$ cat config.mk
export PLATFORM = sky130hd
export DESIGN_NAME = tte_frame_enqueue
export DESIGN_NICKNAME = d
export VERILOG_FILES = /design/src/rtl/tte_pkg.sv /design/src/rtl/tte_desc_fifo.sv /design/src/rtl/tte_frame_enqueue.sv
export SDC_FILE = /design/constraint.sdc
export NUM_CORES = 1
export LEC_CHECK = 0
export ABC_AREA = 1
export CORE_ASPECT_RATIO = 1.1
export CORE_MARGIN = 1.5
export CORE_UTILIZATION = 30
export CTS_CLUSTER_SIZE = 30
export DETAILED_ROUTE_END_ITERATION = 16
export SLEW_MARGIN = 25
export SYNTH_ARGS = -nofsm -noshare
export SYNTH_HDL_FRONTEND = slang
export SYNTH_SLANG_ARGS = --single-unit
export TNS_END_PERCENT = 30
$ cat constraint.sdc
create_clock -name clk -period 5.1 [get_ports clk]
set_input_delay 0.765 -clock clk [delete_from_list [all_inputs] [get_ports clk]]
set_output_delay 0.765 -clock clk [all_outputs]
set_load 0.05 [all_outputs]
$ cat src/rtl/tte_pkg.sv
// Shared types and constants for the TT-frame enqueue stage: FSM encoding,
// descriptor field layout and frame-length limits.
package tte_pkg;

  typedef enum logic [2:0] {
    StIdle,
    StHdr1,
    StBody,
    StDrain,
    StCommit,
    StAbort
  } state_e;

  localparam int unsigned MIN_FRAME_DEF = 60;
  localparam int unsigned MAX_FRAME_DEF = 1536;
  localparam int unsigned DBUF_AW_DEF   = 12;
  localparam int unsigned LEN_W         = 12;
  localparam int unsigned PM_W          = 4;

  // Descriptor layout {portmap, len, start_addr} for the default buffer width.
  localparam int unsigned ADDR_LO = 0;
  localparam int unsigned ADDR_HI = DBUF_AW_DEF - 1;
  localparam int unsigned LEN_LO  = DBUF_AW_DEF;
  localparam int unsigned LEN_HI  = LEN_LO + LEN_W - 1;
  localparam int unsigned PM_LO   = LEN_HI + 1;
  localparam int unsigned PM_HI   = PM_LO + PM_W - 1;

  function automatic logic [15:0] sat_add16(input logic [15:0] a, input logic [1:0] inc);
    logic [16:0] s;
    s = {1'b0, a} + {15'd0, inc};
    return s[16] ? 16'hffff : s[15:0];
  endfunction

endpackage

$ cat src/rtl/tte_desc_fifo.sv
// First-word-fall-through descriptor FIFO with occupancy count.
module tte_desc_fifo #(
  parameter int unsigned Width = 28,
  parameter int unsigned Depth = 8,
  localparam int unsigned PtrW = (Depth > 1) ? $clog2(Depth) : 1,
  localparam int unsigned CntW = $clog2(Depth + 1)
) (
  input  logic             clk_i,
  input  logic             rst_i,
  input  logic             push_i,
  input  logic [Width-1:0] wdata_i,
  output logic             full_o,
  input  logic             pop_i,
  output logic             valid_o,
  output logic [Width-1:0] rdata_o,
  output logic [CntW-1:0]  count_o
);

  logic [Width-1:0] mem_q [Depth];
  logic [PtrW-1:0]  rd_ptr_q, rd_ptr_d;
  logic [PtrW-1:0]  wr_ptr_q, wr_ptr_d;
  logic [CntW-1:0]  cnt_q, cnt_d;
  logic             do_push, do_pop;

  always_comb begin
    do_push  = push_i && (cnt_q != CntW'(Depth));
    do_pop   = pop_i && (cnt_q != '0);
    rd_ptr_d = do_pop ? rd_ptr_q + 1'b1 : rd_ptr_q;
    wr_ptr_d = do_push ? wr_ptr_q + 1'b1 : wr_ptr_q;
    cnt_d    = cnt_q;
    if (do_push && !do_pop) begin
      cnt_d = cnt_q + 1'b1;
    end else if (do_pop && !do_push) begin
      cnt_d = cnt_q - 1'b1;
    end
  end

  always_ff @(posedge clk_i or posedge rst_i) begin
    if (rst_i) begin
      rd_ptr_q <= '0;
      wr_ptr_q <= '0;
      cnt_q    <= '0;
    end else begin
      rd_ptr_q <= rd_ptr_d;
      wr_ptr_q <= wr_ptr_d;
      cnt_q    <= cnt_d;
    end
  end

  always_ff @(posedge clk_i) begin
    if (do_push) begin
      mem_q[wr_ptr_q] <= wdata_i;
    end
  end

  assign full_o  = (cnt_q == CntW'(Depth));
  assign valid_o = (cnt_q != '0);
  // Gate the head entry so the output reads zero while empty.
  assign rdata_o = valid_o ? mem_q[rd_ptr_q] : '0;
  assign count_o = cnt_q;

endmodule

$ cat src/rtl/tte_frame_enqueue.sv
// Frame enqueue stage: stores admitted frames into the byte buffer, tracks free
// space, and queues one {portmap, len, start} descriptor per committed frame.
module tte_frame_enqueue
  import tte_pkg::*;
#(
  parameter int unsigned DBUF_AW    = 12,
  parameter int unsigned MAX_FRAME  = MAX_FRAME_DEF,
  parameter int unsigned MIN_FRAME  = MIN_FRAME_DEF,
  parameter int unsigned DESC_DEPTH = 8
) (
  input  logic                  clk,
  input  logic                  rst,
  input  logic                  sof,
  input  logic                  dv,
  input  logic [7:0]            data,
  output logic                  bp0,
  output logic                  bp1,
  output logic                  bp2,
  output logic                  bp3,
  output logic                  dbuf_wr,
  output logic [DBUF_AW-1:0]    dbuf_waddr,
  output logic [7:0]            dbuf_din,
  output logic                  desc_valid,
  input  logic                  desc_ready,
  output logic [16+DBUF_AW-1:0] desc_data,
  input  logic                  rel,
  input  logic [11:0]           rel_len,
  output logic [15:0]           drop_cnt,
  output logic [15:0]           err_cnt
);

  localparam int unsigned DescW    = 16 + DBUF_AW;
  localparam int unsigned CntW     = $clog2(DESC_DEPTH + 1);
  localparam int unsigned FreeW    = DBUF_AW + 1;
  localparam int unsigned BufBytes = 32'd1 << DBUF_AW;

  state_e               state_q, state_d;
  logic                 s_sof_q, s_sof_d, s_dv_q, s_dv_d;
  logic [7:0]           s_data_q, s_data_d;
  logic [3:0]           pm_q, pm_d, len_hi_q, len_hi_d;
  logic [11:0]          len_q, len_d, rem_q, rem_d;
  logic [DBUF_AW-1:0]   wr_ptr_q, wr_ptr_d, start_q, start_d;
  logic                 acc_q, acc_d, pend_q, pend_d;
  logic [FreeW-1:0]     free_q, free_d;
  logic                 bp_q, bp_d;
  logic [15:0]          drop_q, drop_d, err_q, err_d;

  logic [11:0]          hdr_len;
  logic                 hdr_drop, hdr_bad, do_hdr, wr_en, commit;
  logic                 drop_inc;
  logic [1:0]           err_inc;
  logic [31:0]          free_sum;
  logic                 fifo_full;
  logic [CntW-1:0]      fifo_cnt;

  tte_desc_fifo #(
    .Width (DescW),
    .Depth (DESC_DEPTH)
  ) u_desc_fifo (
    .clk_i   (clk),
    .rst_i   (rst),
    .push_i  (commit),
    .wdata_i ({pm_q, len_q, start_q}),
    .full_o  (fifo_full),
    .pop_i   (desc_ready),
    .valid_o (desc_valid),
    .rdata_o (desc_data),
    .count_o (fifo_cnt)
  );

  always_comb begin
    s_sof_d  = sof;
    s_dv_d   = dv;
    s_data_d = data;
    state_d  = state_q;
    pm_d     = pm_q;
    len_hi_d = len_hi_q;
    len_d    = len_q;
    rem_d    = rem_q;
    wr_ptr_d = wr_ptr_q;
    start_d  = start_q;
    acc_d    = acc_q;
    pend_d   = pend_q;
    drop_inc = 1'b0;
    err_inc  = 2'd0;
    do_hdr   = 1'b0;
    wr_en    = 1'b0;
    commit   = 1'b0;

    hdr_len  = {len_hi_q, s_data_q};
    hdr_drop = (pm_q == 4'd0) || (32'(free_q) < 32'(hdr_len)) || fifo_full;
    hdr_bad  = (32'(hdr_len) < MIN_FRAME) || (32'(hdr_len) > MAX_FRAME);

    unique case (state_q)
      StIdle: begin
        if (s_sof_q && s_dv_q) begin
          pm_d     = s_data_q[3:0];
          len_hi_d = s_data_q[7:4];
          start_d  = wr_ptr_q;
          state_d  = StHdr1;
        end
      end
      StHdr1: begin
        if (s_dv_q) do_hdr = 1'b1;
        else        state_d = StAbort;
      end
      StBody: begin
        if (!s_dv_q) begin
          state_d = StAbort;
        end else if (s_sof_q) begin
          // Hold the new header; the abort cycle then handles its length byte.
          state_d  = StAbort;
          pend_d   = 1'b1;
          pm_d     = s_data_q[3:0];
          len_hi_d = s_data_q[7:4];
        end else begin
          wr_en    = 1'b1;
          wr_ptr_d = wr_ptr_q + 1'b1;
          rem_d    = rem_q - 12'd1;
          if (rem_q == 12'd1) begin
            acc_d   = 1'b1;
            state_d = StDrain;
          end
        end
      end
      StDrain: begin
        if (!s_dv_q) state_d = acc_q ? StCommit : StIdle;
      end
      StCommit: begin
        commit  = 1'b1;
        acc_d   = 1'b0;
        state_d = StIdle;
      end
      StAbort: begin
        wr_ptr_d = start_q;
        err_inc  = 2'd1;
        pend_d   = 1'b0;
        state_d  = StIdle;
        if (pend_q) begin
          if (s_dv_q) do_hdr = 1'b1;
          else        state_d = StAbort;
        end
      end
      default: state_d = StIdle;
    endcase

    if (do_hdr) begin
      len_d = hdr_len;
      acc_d = 1'b0;
      if (hdr_drop) begin
        drop_inc = 1'b1;
        state_d  = StDrain;
      end else if (hdr_bad) begin
        err_inc = err_inc + 2'd1;
        state_d = StDrain;
      end else begin
        rem_d   = hdr_len;
        state_d = StBody;
      end
    end

    free_sum = 32'(free_q) - (commit ? 32'(len_q) : 32'd0) + (rel ? 32'(rel_len) : 32'd0);
    if (free_sum > BufBytes) begin
      free_d  = FreeW'(BufBytes);
      err_inc = err_inc + 2'd1;
    end else begin
      free_d = FreeW'(free_sum);
    end

    bp_d   = (32'(free_d) < MAX_FRAME) || (32'(fifo_cnt) >= DESC_DEPTH - 1);
    drop_d = sat_add16(drop_q, {1'b0, drop_inc});
    err_d  = sat_add16(err_q, err_inc);
  end

  always_ff @(posedge clk or posedge rst) begin
    if (rst) begin
      state_q  <= StIdle;
      s_sof_q  <= 1'b0;
      s_dv_q   <= 1'b0;
      s_data_q <= 8'd0;
      pm_q     <= 4'd0;
      len_hi_q <= 4'd0;
      len_q    <= 12'd0;
      rem_q    <= 12'd0;
      wr_ptr_q <= '0;
      start_q  <= '0;
      acc_q    <= 1'b0;
      pend_q   <= 1'b0;
      free_q   <= FreeW'(BufBytes);
      bp_q     <= 1'b0;
      drop_q   <= 16'd0;
      err_q    <= 16'd0;
    end else begin
      state_q  <= state_d;
      s_sof_q  <= s_sof_d;
      s_dv_q   <= s_dv_d;
      s_data_q <= s_data_d;
      pm_q     <= pm_d;
      len_hi_q <= len_hi_d;
      len_q    <= len_d;
      rem_q    <= rem_d;
      wr_ptr_q <= wr_ptr_d;
      start_q  <= start_d;
      acc_q    <= acc_d;
      pend_q   <= pend_d;
      free_q   <= free_d;
      bp_q     <= bp_d;
      drop_q   <= drop_d;
      err_q    <= err_d;
    end
  end

  assign bp0        = bp_q;
  assign bp1        = bp_q;
  assign bp2        = bp_q;
  assign bp3        = bp_q;
  assign dbuf_wr    = wr_en;
  assign dbuf_waddr = wr_ptr_q;
  assign dbuf_din   = s_data_q;
  assign drop_cnt   = drop_q;
  assign err_cnt    = err_q;

endmodule

==> results.sh <==
export IMPL_finalCriticalPeriod_ns=4.96
export IMPL_drv_cap=0
export IMPL_fin_nets=1871
export IMPL_grt_use_total_pct=14.7
export IMPL_die_w_um=225
export IMPL_wl_per_cell_um=16.0
export IMPL_initial_core_util_pct=30.4
export IMPL_cpMostUsedCell="nand2_2"
export IMPL_yosysWarnings=0
export IMPL_yosys_top_cells_area="edfxtp_1, dfrtp_1, o21ai_0, nor2_1, nand2_1"
export IMPL_required_ns=5.55
export IMPL_power_density_nw_per_um2=683
export IMPL_core_area_um2=53700
export IMPL_drc=0
export IMPL_leakagePower_nw=8.12
export IMPL_tns_ns=0
export IMPL_crit_buf_inv=3
export IMPL_grt_max_degree=102
export IMPL_ir_drop_uv=472
export IMPL_setup_violations_final=0
export IMPL_final_cell_mix="nor2_1, nand2_1, edfxtp_1"
export IMPL_final_max_slew_violation_count=0
export IMPL_synth_area_um2=16300
export IMPL_grt_pass1_vias=11936
export IMPL_drt_iter0_markers=675
export IMPL_place_gp_congestion=0.874
export IMPL_antenna_found_initial=0
export IMPL_numCtsBuffers=38
export IMPL_cts_tree="yes"
export IMPL_cp_max_fo=6
export IMPL_critPathArrivalTime_ns=5.41
export IMPL_cpMaxStageDelayCell="dfrtp_1"
export IMPL_clk_latency_ns=0.57
export IMPL_clock_skew_ns=0.0140
export IMPL_row_count=89
export IMPL_mostFrequentLayoutCell="nor2_1"
export IMPL_die_h_um=248
export IMPL_worst_setup_path_type="flop to flop"
export IMPL_postRouteAntennaNets=0
export IMPL_h_tree_depth=2
export IMPL_overflow=0
export IMPL_via_per_inst=4.75
export IMPL_worst_pin_slew_ns=0.900
export IMPL_cts_root_buffer="clkbuf_16"
export IMPL_numPortBuffers=111
export IMPL_drtPass1Iterations=5
export IMPL_die_area_um2=55800
export IMPL_cp_start_kind="flop"
export IMPL_grt_first_pass_wirelength_mm=64.6
export IMPL_rsz0062_at_grt="true"
export IMPL_cp_top_family="simple AND/OR/NAND/NOR gates"
export IMPL_timing_fmax_mhz=201
export IMPL_synth_seq_cells=351
export IMPL_synth_avg_cell_area_um2=10.0
export IMPL_drive_gt1_share_pct=14.7
export IMPL_endpoint_kind="flop"
export IMPL_cts_sinks=351
export IMPL_critical_path_max_stage_delay_ns=0.39
export IMPL_hpwl_mm=27.2
export IMPL_status="complete, no violations"
export IMPL_n_antenna_cell=0
export IMPL_routed_wirelength_mm=40.8
export IMPL_place_area_um2=18500
export IMPL_total_power_mw=13.8
export IMPL_yosysSeqAreaShare_pct=60.7
export IMPL_hold_viol_final=0
export IMPL_fin_crit_sh_pct=97.3
export IMPL_hp_class="flop to flop"
export IMPL_ioPinCount=112
export IMPL_ys_types=53
export IMPL_clockBufferDepth=3
export IMPL_path_clk_slew_ns=0.06
export IMPL_dp_cells=2460
export IMPL_synth_nets=1714
export IMPL_layout_cells_non_filler=2546
export IMPL_maxSlewHeadroom_pct=39.9
export IMPL_netlist_instances=1634
export IMPL_vias=12084
export IMPL_fin_area_um2=20200
export IMPL_syn_to_final_growth_pct=23.8
export IMPL_synth_top_area_share_pct=41.2
export IMPL_yosysTopAreaCell="edfxtp_1"
-- worst min-delay path: cells and delay by family (launching register included) --
kind / cells / cell delay (ns)
flops: 1 / 0.36
compound gates: 1 / 0.07
simple gates: 1 / 0.06
-- routing by layer --
| metal | wire length (µm) | GRT usage [%] | vias up |
|---|---|---|---|
| met2 | 19900 | 25.0 | 275 |
| met1 | 18200 | 19.0 | 5834 |
| li1 | - | - | 5914 |
| met5 | 0 | 0 | - |
| met3 | 1790 | 2.47 | 61 |
| met4 | 907 | 4.68 | 0 |
-- synthesized netlist by cell type (all sizes together) --
| cell | count |
|---|---|
| and3 | 1 |
| o311ai | 2 |
| o221ai | 3 |
| nand3 | 62 |
| buf | 11 |
| o211ai | 6 |
| dfrtp | 126 |
| a211oi | 1 |
| or2 | 6 |
| or3 | 1 |
| xnor2 | 11 |
| inv | 156 |
| a21oi | 37 |
| ha | 50 |
| nand3b | 3 |
| edfxtp | 224 |
| dfstp | 1 |
| nand4 | 20 |
| a21boi | 1 |
| a31oi | 35 |
| a22oi | 1 |
| xor2 | 25 |
| nor3 | 15 |
| o21bai | 1 |
| fa | 4 |
| nor2 | 260 |
| o21ai | 213 |
| nor3b | 2 |
| o31ai | 1 |
| a21o | 4 |
| clkbuf | 49 |
| nand2 | 263 |
| o31a | 1 |
| nor4 | 5 |
| mux2 | 1 |
| o22ai | 32 |
-- power breakdown --
part	internal, mW	leakage (nW)	switching, mW	total (mW)
logic	2.46	3.88	4.59	7.05
registers	3.62	3.66	0.446	4.07
clock network	1.54	0.580	1.14	2.69
total	7.63	8.12	6.18	13.8
-- registers in the layout (all words and copies together) (netlist names) --
signal                cells
pend_q                    1
acc_q                     1
u_desc_fifo.mem_q       224
u_desc_fifo.rd_ptr_q      3
start_q                  12
len_hi_q                  4
drop_cnt                 16
len_q                    12
state_q                   3
u_desc_fifo.wr_ptr_q      3
err_cnt                  16
s_dv_q                    1
s_sof_q                   1
dbuf_din                  8
free_q                   13
pm_q                      4
u_desc_fifo.count_o       4
bp0                       1
rem_q                    12
dbuf_waddr               12
-- cell type report --
class,count,area (µm²)
fillers,5291,33500
flip-flops and latches,351,9910
multi-input cells,1067,6020
repair buffers,177,1580
clock buffers,48,988
well taps,728,911
inverters,156,596
clock inverters,19,220
-- through the flow --
step           hold slack (ns)  utilization [%]  setup slack, ns
5_1_grt                  0.560             37.7           -0.185
3_5_place_dp             0.518             34.4           -0.131
4_1_cts                  0.533             36.8         0.000507
3_3_place_gp             0.508             34.4           0.0205
6_report                 0.526             37.7            0.135
2_1_floorplan            0.491                -           0.0215
-- cells by family (layout without fill, tap and decap cells) --
logic type	count (synthesis)	in the layout	synth area share, %
DFF	351	351	60.7
buffers and inverters	216	400	5.10
xor gates and xnor gates	36	36	1.93
muxes	1	1	0.0689
AOI/OAI and AO/OA	338	338	11.4
adders and majority gates	54	54	4.32
and+or+nand+nor	638	638	16.5
-- final timing paths --
check	cells after the start	to	start	slack [ns]
worst max register to register	33	err_cnt[14]$_DFF_PP0_	state_q[0]$_DFFE_PP0P_	0.14
worst min register to register	2	dbuf_waddr[11]$_DFFE_PP0P_	dbuf_waddr[11]$_DFFE_PP0P_	0.53
worst min-delay path	2	dbuf_waddr[11]$_DFFE_PP0P_	dbuf_waddr[11]$_DFFE_PP0P_	0.53
worst max-delay path	33	err_cnt[14]$_DFF_PP0_	state_q[0]$_DFFE_PP0P_	0.14
min in group asynchronous	2	drop_cnt[6]$_DFF_PP0_	rst	0.70
max in group asynchronous	3	free_q[12]$_DFF_PP1_	rst	3.41
-- repair_timing --
item,in CTS,in global routing
pin swaps,4,51
endpoints found under the setup margin,12,16
setup buffers,4,15
resized for setup,14,87
cloned,0,0
hold buffers,0,0
hold endpoints to repair,0,0
Note: power is estimated with default switching activity, not from simulation.
==> edit (same settings) <==
The 6 states of `state_e` get a one-hot encoding in 6 bits.
--- a/src/rtl/tte_pkg.sv
+++ b/src/rtl/tte_pkg.sv
@@ -4,9 +4,9 @@
 
-  typedef enum logic [2:0] {
-    StIdle,
-    StHdr1,
-    StBody,
-    StDrain,
-    StCommit,
-    StAbort
+  typedef enum logic [5:0] {
+    StIdle   = 6'b000001,
+    StHdr1   = 6'b000010,
+    StBody   = 6'b000100,
+    StDrain  = 6'b001000,
+    StCommit = 6'b010000,
+    StAbort  = 6'b100000
   } state_e;
Function: same outputs for any inputs over 4 cycles, from zero or initial values and one cycle with rst high; so few cycles prove little.
==> edit against the original RTL <==
Final area grew 3.6%; largest power group unchanged; worst hold slack improved by 0.0037 ns; final cell count up 3.2%; wire length is 2.7% higher; maximum frequency is 0.27% lower; critical path type unchanged; sequential cell count grew 3; area after synthesis grew 1.3%; power shrank 1.9%; setup slack lost 0.013 ns.
==> edit: results (changes against the original RTL) <==
<table>
<tr><th>Metric</th><th>Value</th></tr>
<tr><th colspan="2">Timing</th></tr>
<tr><td>Worst clock skew</td><td>0.0312 ns (was 0.0140 ns)</td></tr>
<tr><th colspan="2">Yosys</th></tr>
<tr><td>Mux share of post-synthesis cell area</td><td>0.136% (was 0.0689%)</td></tr>
<tr><td>Synthesized Nets</td><td>1,753 (was 1,714)</td></tr>
<tr><td>Share of flip-flops with an asynchronous set or reset after synthesis</td><td>36.7% (was 36.2%)</td></tr>
<tr><td>List of most frequent post-synthesis cells</td><td>nand2_1 (260), nor2_1 (241), edfxtp_1 (224), o21ai_0 (210), inv_1 (161) (was nor2_1 (255), nand2_1 (254), edfxtp_1 (224), o21ai_0 (205), inv_1 (149))</td></tr>
<tr><td>Number of distinct library cells after synthesis</td><td>46 (was 53)</td></tr>
<tr><td>Adder-cell area share of the yosys netlist</td><td>4.19% (was 4.32%)</td></tr>
<tr><th colspan="2">Finish</th></tr>
<tr><td>Count of plain and timing-repair buffers</td><td>212 (was 177)</td></tr>
<tr><td>Non-clock buffer share of cell area</td><td>9.22% (was 7.82%)</td></tr>
<tr><td>Register Area</td><td>9980 um2 (was 9910 um2)</td></tr>
<tr><td>Area added between synthesis and finish</td><td>26.6% (was 23.8%)</td></tr>
<tr><td>Multi-input combinational area share</td><td>30.1% (was 29.8%)</td></tr>
<tr><td>Final #Nets</td><td>1,942 (was 1,871)</td></tr>
<tr><td>Count of multi-input combinational gates</td><td>1,090 (was 1,067)</td></tr>
<tr><th colspan="2">Clocking</th></tr>
<tr><td>Inserted Clock Buffers</td><td>36 (was 38)</td></tr>
<tr><th colspan="2">Power</th></tr>
<tr><td>Leakage Power</td><td>8.41 nW (was 8.12 nW)</td></tr>
<tr><th colspan="2">Routing</th></tr>
<tr><td>Total iterations of the first detailed-routing run</td><td>6 (was 5)</td></tr>
<tr><td>Routed wl met3</td><td>1890 um (was 1790 um)</td></tr>
<tr><td>Routed met2 length</td><td>20,900 um (was 19,900 um)</td></tr>
<tr><td>Initial DRC Count</td><td>776 (was 675)</td></tr>
<tr><th colspan="2">Critical path</th></tr>
<tr><td>R2R cell count</td><td>35 (was 33)</td></tr>
<tr><th colspan="2">Global route</th></tr>
<tr><td>Global-route wire length before repair</td><td>66,000 um (was 64,600 um)</td></tr>
<tr><th colspan="2">Place</th></tr>
<tr><td>HPWL reported at the end of detailed placement</td><td>26,700 um (was 27,200 um)</td></tr>
<tr><th colspan="2">Status</th></tr>
<tr><td>Result of the run</td><td>finished clean (unchanged)</td></tr>
<tr><th colspan="2">Die</th></tr>
<tr><td>Core area</td><td>54,700 um2 (was 53,700 um2)</td></tr>
</table>
==> edit: cell types whose count changed after synthesis, sizes merged, moves of 4 or more <==
cell,change
nor2,-5
inv,+13
o21ai,+6
o22ai,-4
nor3,+11
nand2,+8
xnor2,+4
nand3,+10
xor2,-4
a21oi,+7
==> edit: power by group through the flow <==
stage / Sequential, mW / Clock [mW] / Combinational [mW]
after CTS: 4.01 / 2.68 / 6.41
final: 4.03 / 2.62 / 6.90
after floorplan: 4.17 / 0 / 3.77
after detailed placement: 4.05 / 0 / 5.90
after global placement: 4.04 / 0 / 5.82
after global routing: 4.09 / 2.79 / 7.56
==> edit: layer usage <==
layer / vias to the layer above / GRT usage [%]
met5: - / 0
met4: 0 / 3.85
met3: 59 / 2.10
met2: 247 / 25.6
met1: 6007 / 19.0
li1: 6080 / -
==> edit: repair_timing <==
action,in CTS,in global routing
setup buffers,24,13
gates resized for setup,53,75
hold endpoints to repair,0,0
setup endpoints to repair,16,27
pin swaps,37,54
